## src/rtl/id_arb_ctrl.sv

```systemverilog
// Two-requester arbiter sharing one identifier recognizer, one whole string per grant.
// Optional stall timeout enabled by defining ID_ARB_TIMEOUT_EN (uses TIMEOUT_CYC).
module id_arb_ctrl #(
    parameter int TIMEOUT_CYC = 16
) (
    input  logic       clk,
    input  logic       rst_n,
    input  logic       req0_valid,
    input  logic [7:0] req0_char,
    output logic       req0_ready,
    input  logic       req1_valid,
    input  logic [7:0] req1_char,
    output logic       req1_ready,
    output logic       res_valid,
    input  logic       res_ready,
    output logic       res_src,
    output logic       res_match,
    output logic [7:0] res_len,
    output logic       res_abort
);

    typedef enum logic [1:0] {IDLE, RUN, REPORT} state_t;
    typedef enum logic [1:0] {S0, S1, S2} rec_t;

    state_t     state_q;
    rec_t       rec_q, rec_d;
    logic [7:0] len_q, len_d;
    logic       owner_q, last_q;
    logic       rdy0_q, rdy1_q;
    logic       res_valid_q, res_src_q, res_match_q;
    logic [7:0] res_len_q;

    logic       own_valid, own_ready, accept;
    logic [7:0] own_char;

    function automatic rec_t rec_next(input rec_t s, input logic [7:0] c);
        logic is_letter, is_digit;
        is_letter = (c >= 8'h41 && c <= 8'h5A) || (c >= 8'h61 && c <= 8'h7A);
        is_digit  = (c >= 8'h30 && c <= 8'h39);
        if (is_letter)              return S1;
        else if (is_digit && s != S0) return S2;
        else                        return S0;
    endfunction

    always_comb begin
        own_valid = owner_q ? req1_valid : req0_valid;
        own_char  = owner_q ? req1_char  : req0_char;
        own_ready = owner_q ? rdy1_q     : rdy0_q;
        accept    = (state_q == RUN) && own_valid && own_ready;
        rec_d     = rec_next(rec_q, own_char);
        len_d     = (len_q == 8'hFF) ? len_q : len_q + 8'd1;
    end

`ifdef ID_ARB_TIMEOUT_EN
    localparam logic [15:0] STALL_LIM = 16'(TIMEOUT_CYC - 1);
    logic [15:0] stall_q;
    logic        res_abort_q;
    assign res_abort = res_abort_q;
`else
    assign res_abort = 1'b0;
`endif

    always_ff @(posedge clk or negedge rst_n) begin
        if (!rst_n) begin
            state_q     <= IDLE;
            rec_q       <= S0;
            len_q       <= 8'd0;
            owner_q     <= 1'b0;
            last_q      <= 1'b1;
            rdy0_q      <= 1'b0;
            rdy1_q      <= 1'b0;
            res_valid_q <= 1'b0;
            res_src_q   <= 1'b0;
            res_match_q <= 1'b0;
            res_len_q   <= 8'd0;
`ifdef ID_ARB_TIMEOUT_EN
            stall_q     <= 16'd0;
            res_abort_q <= 1'b0;
`endif
        end else begin
            case (state_q)
                IDLE: begin
                    rec_q <= S0;
                    len_q <= 8'd0;
`ifdef ID_ARB_TIMEOUT_EN
                    stall_q <= 16'd0;
`endif
                    // On a tie, the requester not served last wins.
                    if (req0_valid && (!req1_valid || last_q)) begin
                        owner_q <= 1'b0;
                        rdy0_q  <= 1'b1;
                        state_q <= RUN;
                    end else if (req1_valid) begin
                        owner_q <= 1'b1;
                        rdy1_q  <= 1'b1;
                        state_q <= RUN;
                    end
                end
                RUN: begin
                    if (accept) begin
`ifdef ID_ARB_TIMEOUT_EN
                        stall_q <= 16'd0;
`endif
                        if (own_char == 8'h00) begin
                            state_q     <= REPORT;
                            rdy0_q      <= 1'b0;
                            rdy1_q      <= 1'b0;
                            res_valid_q <= 1'b1;
                            res_src_q   <= owner_q;
                            res_match_q <= (rec_q == S2);
                            res_len_q   <= len_q;
`ifdef ID_ARB_TIMEOUT_EN
                            res_abort_q <= 1'b0;
`endif
                        end else begin
                            rec_q <= rec_d;
                            len_q <= len_d;
                        end
                    end
`ifdef ID_ARB_TIMEOUT_EN
                    else if (!own_valid) begin
                        if (stall_q == STALL_LIM) begin
                            state_q     <= REPORT;
                            rdy0_q      <= 1'b0;
                            rdy1_q      <= 1'b0;
                            res_valid_q <= 1'b1;
                            res_src_q   <= owner_q;
                            res_match_q <= 1'b0;
                            res_len_q   <= len_q;
                            res_abort_q <= 1'b1;
                        end else begin
                            stall_q <= stall_q + 16'd1;
                        end
                    end
`endif
                end
                REPORT: begin
                    if (res_ready) begin
                        state_q     <= IDLE;
                        res_valid_q <= 1'b0;
                        last_q      <= owner_q;
                    end
                end
                default: state_q <= IDLE;
            endcase
        end
    end

    assign req0_ready = rdy0_q;
    assign req1_ready = rdy1_q;
    assign res_valid  = res_valid_q;
    assign res_src    = res_src_q;
    assign res_match  = res_match_q;
    assign res_len    = res_len_q;

endmodule

```

## config.mk

```make
export PLATFORM = sky130hd
export DESIGN_NAME = id_arb_ctrl
export DESIGN_NICKNAME = d
export VERILOG_FILES = /design/src/rtl/id_arb_ctrl.sv
export SDC_FILE = /design/constraint.sdc
export NUM_CORES = 1
export LEC_CHECK = 0
export CELL_PAD_IN_SITES_DETAIL_PLACEMENT = 0
export CELL_PAD_IN_SITES_GLOBAL_PLACEMENT = 2
export CORE_MARGIN = 10
export CORE_UTILIZATION = 34
export DETAILED_ROUTE_END_ITERATION = 10
export PLACE_DENSITY = 0.88
export SETUP_SLACK_MARGIN = 0.05
export SLEW_MARGIN = 15
export SYNTH_ARGS = -nofsm -noshare
export SYNTH_HDL_FRONTEND = slang
export SYNTH_SLANG_ARGS = --single-unit
```

## constraint.sdc

```tcl
create_clock -name clk -period 3.1 [get_ports clk]
set_clock_uncertainty 0.05 [all_clocks]
set_input_delay 0.62 -clock clk [delete_from_list [all_inputs] [get_ports clk]]
set_output_delay 0.62 -clock clk [all_outputs]
set_load 0.05 [all_outputs]
```

# Word-level counts from Yosys, hierarchy flattened
# Cells that the tools add are included.
# word_totals
regBits,27
in_bits,21
out_inout_bits,14
wordCells,86
# op_classes
add_sub_neg,1
n_lt_le_gt_ge,6
eq_ne,13
muxes,30
reduce_logical,25
# ops
op,n
two-way mux 8 bit,4
two-way mux 2 bit,9
greater-or-equal comparator 8 x 7 -> 1 bit (second input constant),2
less-or-equal comparator 8 x 7 -> 1 bit (second input constant),2
case mux 8 bit (2 select lines),1
AND reduction 4 bit,4
inequality test 2 bit (second input constant),7
two-way mux 1 bit,11
adder 8 x 1 -> 8 bit (second input constant),1
equality test 8 bit (second input constant),1
greater-or-equal comparator 8 x 6 -> 1 bit (second input constant),1
less-or-equal comparator 8 x 6 -> 1 bit (second input constant),1
logical NOT 8 bit,1
nonzero test 2 bit,4
logical AND 1 bit,7
case mux 1 bit (2 select lines),3
case mux 2 bit (3 select lines),1
AND reduction 3 bit,2
AND reduction 5 bit,1
equality test 2 bit (second input constant),2
case mux 2 bit (2 select lines),1
AND reduction 2 bit,2
inequality test 3 bit (second input constant),1
equality test 2 x 1 -> 1 bit (second input constant),1
4 further kinds,5

# Logic depth before layout (Yosys ltp)
# depth
depth_word,9
depth_mapped,8
mapped_depth_nobuf,6

# Worst setup path before layout
# Ideal clock, no wire load.
# synth_path
path_type,input -> register
startpoint,in req1_char[4]
endpoint,"reg res_match_q, in the netlist res_match"
setup_ns,0.125
arrival_ns,1.931
required_time_ns,2.925
slack_ns,0.994
stages,6
path_buffers,1
cell_sequence,nor4b_4 -> a21oi_2 -> nor4_4 -> buf_6 -> and2_2 -> mux2_2
# synth_via
elab_chain_len,3
# synth_rtl
item,line,source
start: declaration,12,"input logic [7:0] req1_char,"
two-way mux 8 bit,47,own_char = owner_q ? req1_char : req0_char;
logical NOT 8 bit,104,if (own_char == 8'h00) begin
AND reduction 3 bit (no line),n/a,
end signal: assignment,110,res_match_q <= (rec_q == S2);
end: declaration,30,"logic res_valid_q, res_src_q, res_match_q;"
# No other way between the ends.
# A chain may end at the register's enable or synchronous reset.

# Final worst setup path
# layout_path
startpoint,in req1_char[4]
endpoint,reg len_q[5]
# layout_via
elab_chain_len,4
# layout_rtl
item,line,source
two-way mux 8 bit,47,
logical NOT 8 bit,104,
inequality test 2 bit (no line),n/a,
AND reduction 4 bit (no line),n/a,
end signal: assignment,117,len_q <= len_d;
end: declaration,27,"logic [7:0] len_q, len_d;"
# No other way between the ends.

==> flow_summary.toml <==
[outcome]
outcome = "finished clean"

[global_routing]
use_met2_pct = 18.75
grt_pass1_wl_um = 6879
met1_usage_pct = 13.89
grt_use_met3_pct = 2.482
grt_overflow = 0
grt_usage_pct = 11.07
antenna_found_initial = 0
grt_start_max_net_pins = 28
grt.busiest_layer = "met2"
grt_pass1_vias = 1383

[logic_synthesis]
syn-cell-area_um2 = 1594
synth_top_family_by_area = "simple AND/OR/NAND/NOR gates"
synth_nets = 177
netlist-cell-type-count = 49
synth_edf_count = 0
synthMuxAreaShare_pct = 7.692
avgSynthCellArea_um2 = 10.28
ys_seq_elements = 27
synth_cells = 155
ys.flop_type = "dfrtp_1"
synthSimpleGateAreaFrac_pct = 26.69
synth_compound_area_share_pct = 15.93
async_reset_ff_share_pct = 100.0
ys_warn_count = 0
synth_seq_area_share_pct = 42.46
synth_fa_ha_area_share_pct = 0.7849
synth-xor-area-share_pct = 0

[critical_path]
crit_arrival_ns = 2.57
crit_buf_inv = 2
critPathKind = "in -> reg"
r2r-start = "owner_q"
cp_cell_sequence = "clkdlybuf4s50_1, nor4b_4, a21oi_2, nor4_4, buf_4, nor3_1, a221o_1"
worstPathRequired_ns = 3.21
crit_path_max_fanout = 16
start_kind = "input port"
crit_path_end_kind = "flip-flop"
cp_top_family = "simple AND/OR/NAND/NOR gates"
worstSetupStartpoint = "req1_char[4]"
slowest_delay_ns = 0.48
crit_slowest_cell = "clkdlybuf4s50_1"
r2r_slack_ns = 0.85

[layout]
syn_to_final_growth_pct = 23.78
nFillCells = 431
final_cell_mix = "clkdlybuf4s50_1, dfrtp_1, nand2_1"
fin_nets = 210
stdcell_area_um2 = 1973
drive_gt1_share_pct = 15.51
final_common_cell = "clkdlybuf4s50_1"
fin_util_pct = 44.40
antennaDiodeCount = 0

[clock_tree]
clockBufferDepth = 2
cts_hold_buf = 0
postCtsResizedCells = 0
cts_made_buffers = 3
cts_tree = "done"
root_buffer = "clkbuf_8"
numClockSinks = 27
post_cts_buffers = 0
path_clk_slew_ns = 0.10
clkLatencyLatePin_ns = 0.28
htreeDepth = 1

[pwr]
p_int_uw = 599.0
peakVddDrop_uv = 246.8
p_sw_uw = 283.5
p_comb_share_pct = 24.8
leakage_nw = 0.8003
p_seq_share_pct = 52.1
p_clk_share_pct = 23.1
p_per_area_nw_per_um2 = 447.2
swShare_pct = 32.12

[sta]
drv_slew = 0
final.period_utilization_pct = 79.52
relSlewSlack_pct = 65.50
setup_tns_ns = 0
hold_viol_final = 0
min_period_ns = 2.465
fmax_mhz = 405.7
rsz0062_at_grt = "no"
worstMarginPinSlew_ns = 0.5159
setup_viol = 0

[route]
drt-total-wl_um = 4010
vias = 1349
ant_nets = 0
drt-pass1-iter-count = 4
dr.first_iter.drc_count = 132
wl_per_cell_um = 16.78
via_per_inst = 5.644
drcViolationCount = 0

[floorplan]
die_y_um = 88.47
row_count = 24
die_area_um2 = 7827
io_pins = 35
die_w_um = 88.47
coreArea_um2 = 4444
start_util_pct = 35.87

[min_path]
hold_start = "res_valid"
min_path_type = "reg -> reg"

[place]
dp_hpwl_um = 3119
io_buffer_count = 33
place_area_um2 = 1924
place.gp.congestion = 0.8009

[job]
cap_violations = 0
==> area by class of cell <==
cell class | instances | area [µm²] | area share (%)
clock buffer | 3 | 41.29 | 2.093
clock inverter | 1 | 7.507 | 0.3805
inverter | 3 | 11.26 | 0.5707
multi-input combinational | 117 | 818.3 | 41.47
sequential | 27 | 676.9 | 34.31
tap | 52 | 65.06 | 3.297
timing repair buffer | 36 | 352.8 | 17.88
==> final timing paths <==
check                              to  cells after the start
max                          len_q[5]                      7
min                         res_valid                      2
max reg2reg                  len_q[6]                      6
min reg2reg                 res_valid                      2
max in group asynchronous      last_q                      2
min in group asynchronous  res_len[2]                      2
==> logic make-up after synthesis <==
group	count (synthesis)
AND/OR/NAND/NOR	72
multiplexers	11
other	1
AO/OA/AOI/OAI	32
buffers and inverters	11
adder cells (fa/ha/maj)	1
flip-flops	27
==> worst reg2reg max path, cell delays in order, from the launching register on <==
cell and delay, ns:
dfrtp_1 0.62, nor3_1 0.11, a21oi_1 0.34, nor4_4 0.12, buf_4 0.20, or3_2 0.48
o311ai_1 0.24
==> through the flow <==
stage	hold slack, ns	setup WS (ns)	total power [mW]	instances
final	0.4436	0.6350	0.8825	239
after CTS	0.4498	0.6302	0.8979	239
after floorplan	0.2744	0.9938	0.5960	155
after global placement	0.4120	0.3810	0.6802	235
after detailed placement	0.4189	0.3304	0.6878	235
after global routing	0.4780	0.4872	0.9442	239
==> state kept, by name, indices dropped and copies added, names as in the netlist <==
register / count
state_q: 2
req0_ready: 1
req1_ready: 1
last_q: 1
res_match: 1
len_q: 8
res_valid: 1
rec_q: 2
res_len: 8
owner_q: 1
res_src: 1
==> cell usage after synthesis (all sizes together), types with 2 or more instances <==
library cell,count,area share (%)
o21ai,5,1.6
nor2b,2,0.78
nor4b,2,2.0
or3,3,1.3
o311a,3,2.1
a21oi,4,1.5
a221o,3,1.9
o311ai,4,2.2
and3,4,1.6
and2,2,0.86
inv,3,0.71
nor3,9,2.8
dfrtp,26,41
a2bb2oi,2,1.1
nand2b,3,1.3
nand4b,2,1.1
o211ai,4,1.9
a32o,2,1.3
nand2,20,5.0
mux2,10,7.1
or4,3,1.4
buf,8,5.5
nand3,9,2.8
nand3b,2,0.94
nor2,6,1.4
==> power by group through the flow <==
stage	clock network (mW)	registers (mW)	logic (mW)
global route	0.229	0.472	0.243
CTS	0.216	0.461	0.222
global placement	0	0.467	0.214
floorplan	0	0.462	0.134
finish	0.204	0.460	0.219
detailed placement	0	0.467	0.220
==> layer usage <==
layer | share of wire [%] | vias up
met5 | 0 | -
li1 | - | 651
met2 | 50 | 24
met4 | 0.77 | 0
met3 | 3.5 | 4
met1 | 45 | 670
No activity file was read; power rests on OpenSTA's default activity.
==> patch: new RTL, same flow settings <==
Build with the macro `ID_ARB_TIMEOUT_EN` defined.
--- a/src/rtl/id_arb_ctrl.sv
+++ b/src/rtl/id_arb_ctrl.sv
@@ -1,5 +1,7 @@
 // Two-requester arbiter sharing one identifier recognizer, one whole string per grant.
 // Optional stall timeout enabled by defining ID_ARB_TIMEOUT_EN (uses TIMEOUT_CYC).
+`define ID_ARB_TIMEOUT_EN
+
 module id_arb_ctrl #(
     parameter int TIMEOUT_CYC = 16
 ) (
Behaviour: same outputs for any inputs over 10 cycles, from zero or initial values and one cycle with rst_n low; that may be too few to reach the edited logic, so the function may still have changed.
==> patch against the unedited design <==
- first-iteration DRC count shrank 6.8%
- total power grew 120%
- via count grew 59%
- sequential cell count grew 17
- synthesized area grew 59%
- count of clock-buffer cells in the layout grew 2
- final cell count grew 67%
- setup slack lost 0.37 ns
- largest cell class unchanged
- fmax shrank 13%
- cell area grew 59%
- routed wire length grew 52%
- largest power group is now combinational logic
- synthesized cell count grew 68%
==> patch: results (changes against the unedited design) <==
run status -> complete, no violations
via count -> 2147 (+59%)
count of buffers from port buffering -> 34 (+3.0%)
post-CTS resize count -> 0 (unchanged)
iteration count of the initial detailed-routing pass -> 4 (unchanged)
max FFs per register -> 16
total half-perimeter wirelength after legalization and detailed placement -> 4520 um (+45%)
fraction of registers with async set or reset after synthesis -> 1.00 (unchanged)
largest vdd supply drop -> 320 uV (+30%)
average cell area after synthesis -> 9.74 sq um (-5.3%)
data arrival time of the critical path -> 2.98 ns (+0.41 ns)
reg-to-reg critical path startpoint -> owner_q
library cells used by synthesis -> 59 (+20%)
Root Buffer -> clkbuf_8
category of cells accounting for the largest share of critical-path delay -> compound AO/OA/AOI/OAI gates
number of placed cells counting well taps -> 392 (+67%)
post-CTS clock slew at the launch and capture registers of the worst setup and hold paths -> 0.09 ns
CTS H-Tree Depth -> 2 (+1)
post-CTS setup buffers -> 0 (unchanged)
Slowest cell on crit path -> or4b_1
sequential cell area fraction in the yosys report -> 0.434 (+0.00892)
final-stage net count -> 326 (+55%)
number of diodes added for antenna fixing -> 0 (unchanged)
number of buffers on the longest clock path -> 2 (unchanged)
ranking of synthesized cells by instance count -> dfrtp_1, nand2_1, o21ai_0
start point of the critical path -> req1_char[2]
largest register by flop count -> stall_q
instance area at placement -> 0.00303 sq mm (+57%)
Post-Layout Cell Count -> 400 (+67%)
later-pin clock latency in the skew report -> 0.30 ns (+0.02 ns)
count of hold-fix buffers inserted at cts -> 0 (unchanged)
Ys Warns -> 0 (unchanged)
static power due to leakage -> 0.00134 uW (+68%)
transition time of the tightest slew-check pin -> 1.01 ns (+0.492 ns)
number of global-route vias before repair -> 2258 (+63%)
fillers -> 719 (+67%)
maximum fanout count along the critical path -> 10 (-6)
antenna violations before repair -> 0 (unchanged)
fraction of final layout cells with drive strength greater than 1 -> 0.113 (-0.0421)
wire length of the first global-routing pass -> 10500 um (+53%)
net switching power of the design -> 762 uW (+170%)
clock buffer count from CTS -> 5 (+2)
post-placement setup slack -> -0.0352 ns (-0.366 ns)
delay contributed by the slowest stage of the critical path -> 0.51 ns (+0.03 ns)
aggregate global-route resource usage -> 0.110 (-0.000849)
hold crit path type -> in -> async
Area contributors post-synth -> dfrtp_1, mux2_4, o21ai_0, nand3_1, nand2_1
Iter 0 DRT Violations -> 123 (-6.8%)
final wirelength -> 6110 um (+52%)
largest net degree at the start of global routing -> 45 (+61%)
Mapped Nets -> 287 (+62%)
routability cong. -> 0.764 (-4.6%)
patch: cell count changes after synthesis, sizes merged, moves of 5 or more:
cell	unedited run	this run
a21oi	4	11
a31oi	0	5
and3	4	9
buf	8	3
clkbuf	0	8
dfrtp	26	43
inv	3	9
nor2	6	16
nor3b	0	5
nor4	1	6
o21ai	5	19
o31ai	1	8
patch: final cells by class:
type                    count  area (sq um)  area share
inverters                   9          33.8      0.0107
well taps                  99           124      0.0394
repair buffers             43           415       0.132
clock buffers               5          68.8      0.0219
multi-input cells         197          1350       0.430
clock inverters             3          47.5      0.0151
flip-flops and latches     44          1100       0.351
patch: power groups by stage:
stage	registers, uW	clock network, uW	logic, uW
2_1_floorplan	723	0	499
3_3_place_gp	710	0	805
3_5_place_dp	712	0	809
4_1_cts	702	474	811
5_1_grt	713	495	890
6_report	703	459	803
patch: kinds of logic (layout without fill, tap and decap cells):
logic type      after synthesis  after routing  synth area share
simple gates                105            105             0.235
compound gates               66             66             0.172
mux                          16             16            0.0837
fa+ha+maj                     5              5            0.0246
flops                        44             44             0.434
buf+inv                      20             60            0.0344
xor+xnor                      5              5            0.0172
patch: worst paths after layout:
path,end,depth (start not counted),slack [ns]
max in group asynchronous,req0_ready,1,1.94
worst min register to register,res_len[6],1,0.47
worst max register to register,res_len[1],6,0.40
worst min-delay path,res_len[3],1,0.43
min in group clk,res_len[6],1,0.47
worst max-delay path,res_len[1],7,0.27
patch: metal layers:
| layer | up-vias | global-route usage | share of wire |
|---|---|---|---|
| met4 | 0 | 0.0397 | 0.017 |
| met2 | 39 | 0.175 | 0.47 |
| met1 | 1034 | 0.140 | 0.47 |
| li1 | 1064 | - | - |
| met5 | - | 0 | 0 |
| met3 | 10 | 0.0284 | 0.048 |
